$ cat src/rtl/fault_test_sequencer.sv
// Exhaustive 16-vector test controller for a 4-input, 1-output CUT.
// Ports: clk/rst, start/abort/stop_on_fail in, cut_vec/cut_resp to CUT, status out.
module fault_test_sequencer #(
  parameter int SETTLE_CYC = 2
) (
  input  logic       clk,
  input  logic       rst,
  input  logic       start,
  input  logic       abort,
  input  logic       stop_on_fail,
  input  logic       cut_resp,
  output logic [3:0] cut_vec,
  output logic       busy,
  output logic       done,
  output logic       pass,
  output logic [4:0] fail_count,
  output logic       first_fail_valid,
  output logic [3:0] first_fail_vec
);

  localparam int CW = $clog2(SETTLE_CYC + 1);

  localparam logic [1:0] IDLE  = 2'd0;
  localparam logic [1:0] WAIT  = 2'd1;
  localparam logic [1:0] CHECK = 2'd2;
  localparam logic [1:0] DONE  = 2'd3;

  logic [1:0]    state;
  logic [CW-1:0] settle_cnt;
  logic          stop_lat;

  logic          exp_resp;
  logic          mismatch;
  logic [4:0]    cnt_next;
  logic          end_run;

  // Golden model of the fault-free circuit
  always_comb begin
    exp_resp = (cut_vec[2] | cut_vec[1] | cut_vec[0])
             & ~(cut_vec[3] & cut_vec[2]);
    mismatch = cut_resp ^ exp_resp;
    cnt_next = fail_count + {4'd0, mismatch};
    end_run  = (cut_vec == 4'hf) || (stop_lat && mismatch);
  end

  always_ff @(posedge clk or posedge rst) begin
    if (rst) begin
      state            <= IDLE;
      settle_cnt       <= '0;
      stop_lat         <= 1'b0;
      cut_vec          <= 4'd0;
      busy             <= 1'b0;
      done             <= 1'b0;
      pass             <= 1'b0;
      fail_count       <= 5'd0;
      first_fail_valid <= 1'b0;
      first_fail_vec   <= 4'd0;
    end else begin
      unique case (state)
        IDLE: begin
          done <= 1'b0;
          if (start && !abort) begin
            cut_vec          <= 4'd0;
            settle_cnt       <= CW'(SETTLE_CYC);
            fail_count       <= 5'd0;
            first_fail_valid <= 1'b0;
            first_fail_vec   <= 4'd0;
            pass             <= 1'b0;
            stop_lat         <= stop_on_fail;
            busy             <= 1'b1;
            state            <= WAIT;
          end
        end
        WAIT: begin
          settle_cnt <= settle_cnt - CW'(1);
          if (abort) begin
            busy  <= 1'b0;
            state <= IDLE;
          end else if (settle_cnt == CW'(1)) begin
            state <= CHECK;
          end
        end
        CHECK: begin
          // abort wins over this cycle's compare update
          if (abort) begin
            busy  <= 1'b0;
            state <= IDLE;
          end else begin
            fail_count <= cnt_next;
            if (mismatch && !first_fail_valid) begin
              first_fail_valid <= 1'b1;
              first_fail_vec   <= cut_vec;
            end
            if (end_run) begin
              busy  <= 1'b0;
              done  <= 1'b1;
              // final count includes this vector's result
              pass  <= (cnt_next == 5'd0);
              state <= DONE;
            end else begin
              cut_vec    <= cut_vec + 4'd1;
              settle_cnt <= CW'(SETTLE_CYC);
              state      <= WAIT;
            end
          end
        end
        DONE: begin
          done  <= 1'b0;
          state <= IDLE;
        end
        default: state <= IDLE;
      endcase
    end
  end

endmodule

$ cat config.mk
export PLATFORM = sky130hd
export DESIGN_NAME = fault_test_sequencer
export DESIGN_NICKNAME = d
export VERILOG_FILES = /design/src/rtl/fault_test_sequencer.sv
export SDC_FILE = /design/constraint.sdc
export NUM_CORES = 1
export LEC_CHECK = 0
export CORE_UTILIZATION = 52
export DETAILED_ROUTE_END_ITERATION = 10
export PLACE_DENSITY_LB_ADDON = 0.25
export SYNTH_ARGS = -nofsm -noshare
export SYNTH_HDL_FRONTEND = slang
export SYNTH_SLANG_ARGS = --single-unit
$ cat constraint.sdc
create_clock -name clk -period 3.1 [get_ports clk]
set_input_delay 0.31 -clock clk [delete_from_list [all_inputs] [get_ports clk]]
set_output_delay 0.31 -clock clk [all_outputs]
set_load 0.05 [all_outputs]
==> impl_metrics.toml <==
[status]
status = "completed"

[critical_path]
r2r-end = "pass"
r2r_slack_ns = 0.52
reg2reg_from = "cut_vec[2]"
crit_path_start_kind = "register"
worstSetupPathType = "reg -> reg"
slowest_delay_ns = 0.52
cp-end-kind = "register"
critical-path-slowest-cell = "dfrtp_1"
reg2reg_depth = 10
crit_chain = "and2_1 > or3_4 > nand2_1 > ha_1 > ha_1 > and2_1 > a21oi_1 > o32ai_1 > nand3_1 > o41ai_1"
path_max_fanout = 11
cp_data_required_time_ns = 3.31
cp.arrival_ns = 2.79

[sta]
worst_slew_pin_slew_ns = 0.855
tns_ns = 0
whs_ns = 0.457
hold_violations = 0
finClkSkew_ns = 0.00805
max-slew-margin-rel = 0.430
timing.fmax_ghz = 0.388
rsz0062_at_grt = "no"
setup_violations = 0
drv_slew = 0
finalCritPeriodShare = 0.832
post-route-min-period_ns = 2.58

[power]
p_sw_frac = 0.389
pwr-share-seq = 0.410
power_frac_comb = 0.409
p_int_mw = 0.545
p_sw_mw = 0.347
p_clk_frac = 0.181
cellLeakagePower_nw = 0.738
powerDensity_nw_per_um2 = 545
irDropWorstVdd_mv = 0.434

[synthesis]
ys_types = 41
synth_edf_count = 0
yosysMostFrequentCell = "dfrtp_1"
yosysWarnings = 0
synthFlopType = "dfrtp_1"
yosysTopAreaCell = "dfrtp_1"
yosys-top-cells-area = "dfrtp_1 40%, ha_1 7.2%, a22o_1 3.8%"
synth_cells = 143
synthArstFlopShare = 1.00
synth_area_sq_um = 1380
synth_top_cell_area_share = 0.399
syn-num-nets = 157
avgSynthCellArea_sq_um = 9.66
seq_area_frac_synth = 0.399
ys_ff_latch = 22
synthTopCellsByCount = "22 x dfrtp_1, 13 x nand2_1, 9 x inv_1"

[global_route]
grt_max_degree = 23
grt-ovfl-total = 0
track_usage = 0.221
antenna_found_initial = 0
grt_pass1_vias = 1097
grt_pass1_wl_um = 4710

[cts]
cts_buffer_depth = 2
cts_tree = "built"
insertion_delay_ns = 0.31
h-tree-depth = 1
cts_num_sinks = 22
clk_pin_slew_ns = 0.13
postCtsHoldBufs = 0
cts_root_buf = "clkbuf_4"
post_cts_buffers = 0
numCtsBuffers = 3
ctsResizeCount = 0

[place]
gp_congestion = 0.903
hpwl_um = 2070
numPortBuffers = 22

[floorplanning]
start_util = 0.553
num_rows = 18
fp.dieH_um = 53.5
die_x_um = 53.5
io_pins = 23
fp.dieArea_sq_um = 2870
coreArea_sq_um = 2500

[finish]
drive_gt1_frac = 0.0920
area_delta_synth_final_pct = 18.4
fin_nets = 178
insertedDiodeCount = 0

[drt]
ant_nets = 0
post_drt_wl_per_cell_um = 14.7
wl_um = 2830
via_per_inst = 6.03
drtIter0Drc = 15
route.detailed.drc = 0
firstDrtPassIters = 4
vias = 1163

[hold_path]
hold_path_class = "in -> async"

[run]
maxCapViolations = 0
critical path: cells and delay by family, from the launching register on:
family / cells / cell delay [ns]
compound gates: 3 / 0.54
fa+ha+maj: 2 / 0.45
flops: 1 / 0.52
simple gates: 5 / 0.97
power by group through the flow:
stage               clock, mW  sequential, mW  combinational (mW)
floorplan                   0           0.400               0.247
global placement            0           0.366               0.349
global route            0.177           0.371               0.405
CTS                     0.167           0.364               0.365
finish                  0.161           0.366               0.365
detailed placement          0           0.369               0.363
cells by family after synthesis:
kind of cell / after synthesis / share of synthesized area
XOR/XNOR: 1 / 0.00634
AND/OR/NAND/NOR: 48 / 0.199
buffers and inverters: 15 / 0.0534
adder cells (fa/ha/maj): 8 / 0.0725
AO/OA/AOI/OAI: 42 / 0.216
multiplexers: 7 / 0.0534
flip-flops: 22 / 0.399
cell type report:
type | instances | area, sq um
Fill cell | 221 | 865
Clock buffer | 4 | 36.3
Inverter | 9 | 33.8
Tap cell | 30 | 37.5
Multi-Input combinational cell | 106 | 757
Sequential cell | 22 | 551
Timing Repair Buffer | 22 | 220
flip-flops by register name (all words and copies together), names as in the netlist:
signal            cells
done                  1
settle_cnt            2
first_fail_valid      1
state                 2
stop_lat              1
cut_vec               4
fail_count            5
busy                  1
pass                  1
first_fail_vec        4
worst max-delay path by stage:
stage                     from    to  slack, ns  cells past startpoint
global placement      cut_resp  pass       0.48                     10
CTS                 cut_vec[2]  pass       0.53                     10
finish              cut_vec[2]  pass       0.52                     10
floorplan           cut_vec[2]  pass       0.50                     11
detailed placement    cut_resp  pass       0.38                     10
global route        cut_vec[2]  pass       0.32                     10
cell usage in the layout (no fill, tap or decap), types with 2 or more instances in the layout:
cell and n:
a22o_1 6, nor2b_1 2, nor2_1 6, ha_1 8, a31oi_1 2, nand3_1 7
nand2_1 13, clkdlybuf4s50_1 22, a21oi_1 6, inv_1 9, dfrtp_1 22, or3_4 2
o41ai_1 2, nor4b_1 2, nor3_1 2, clkbuf_4 3, mux2i_1 4, nand2b_1 5
o21ai_1 4, mux2_2 3, and2_1 3, o21ai_0 8, a21o_1 4
stage by stage:
stage | power, mW | instances | utilization | setup slack [ns] | area (sq um)
2_1_floorplan | 0.647 | 143 | - | 0.498 | 1380
3_3_place_gp | 0.715 | 189 | 0.640 | 0.481 | 1600
3_5_place_dp | 0.732 | 189 | 0.640 | 0.384 | 1600
4_1_cts | 0.896 | 193 | 0.654 | 0.525 | 1640
5_1_grt | 0.954 | 193 | 0.654 | 0.323 | 1640
6_report | 0.891 | 193 | 0.654 | 0.521 | 1640
metal layers:
layer	vias up	GRT usage	routed length, um
li1	561	-	-
met1	575	0.294	1390
met2	25	0.373	1350
met3	2	0.0282	85
met4	0	0.0614	17
met5	-	0	0
Note: power is estimated with default switching activity, not from simulation.
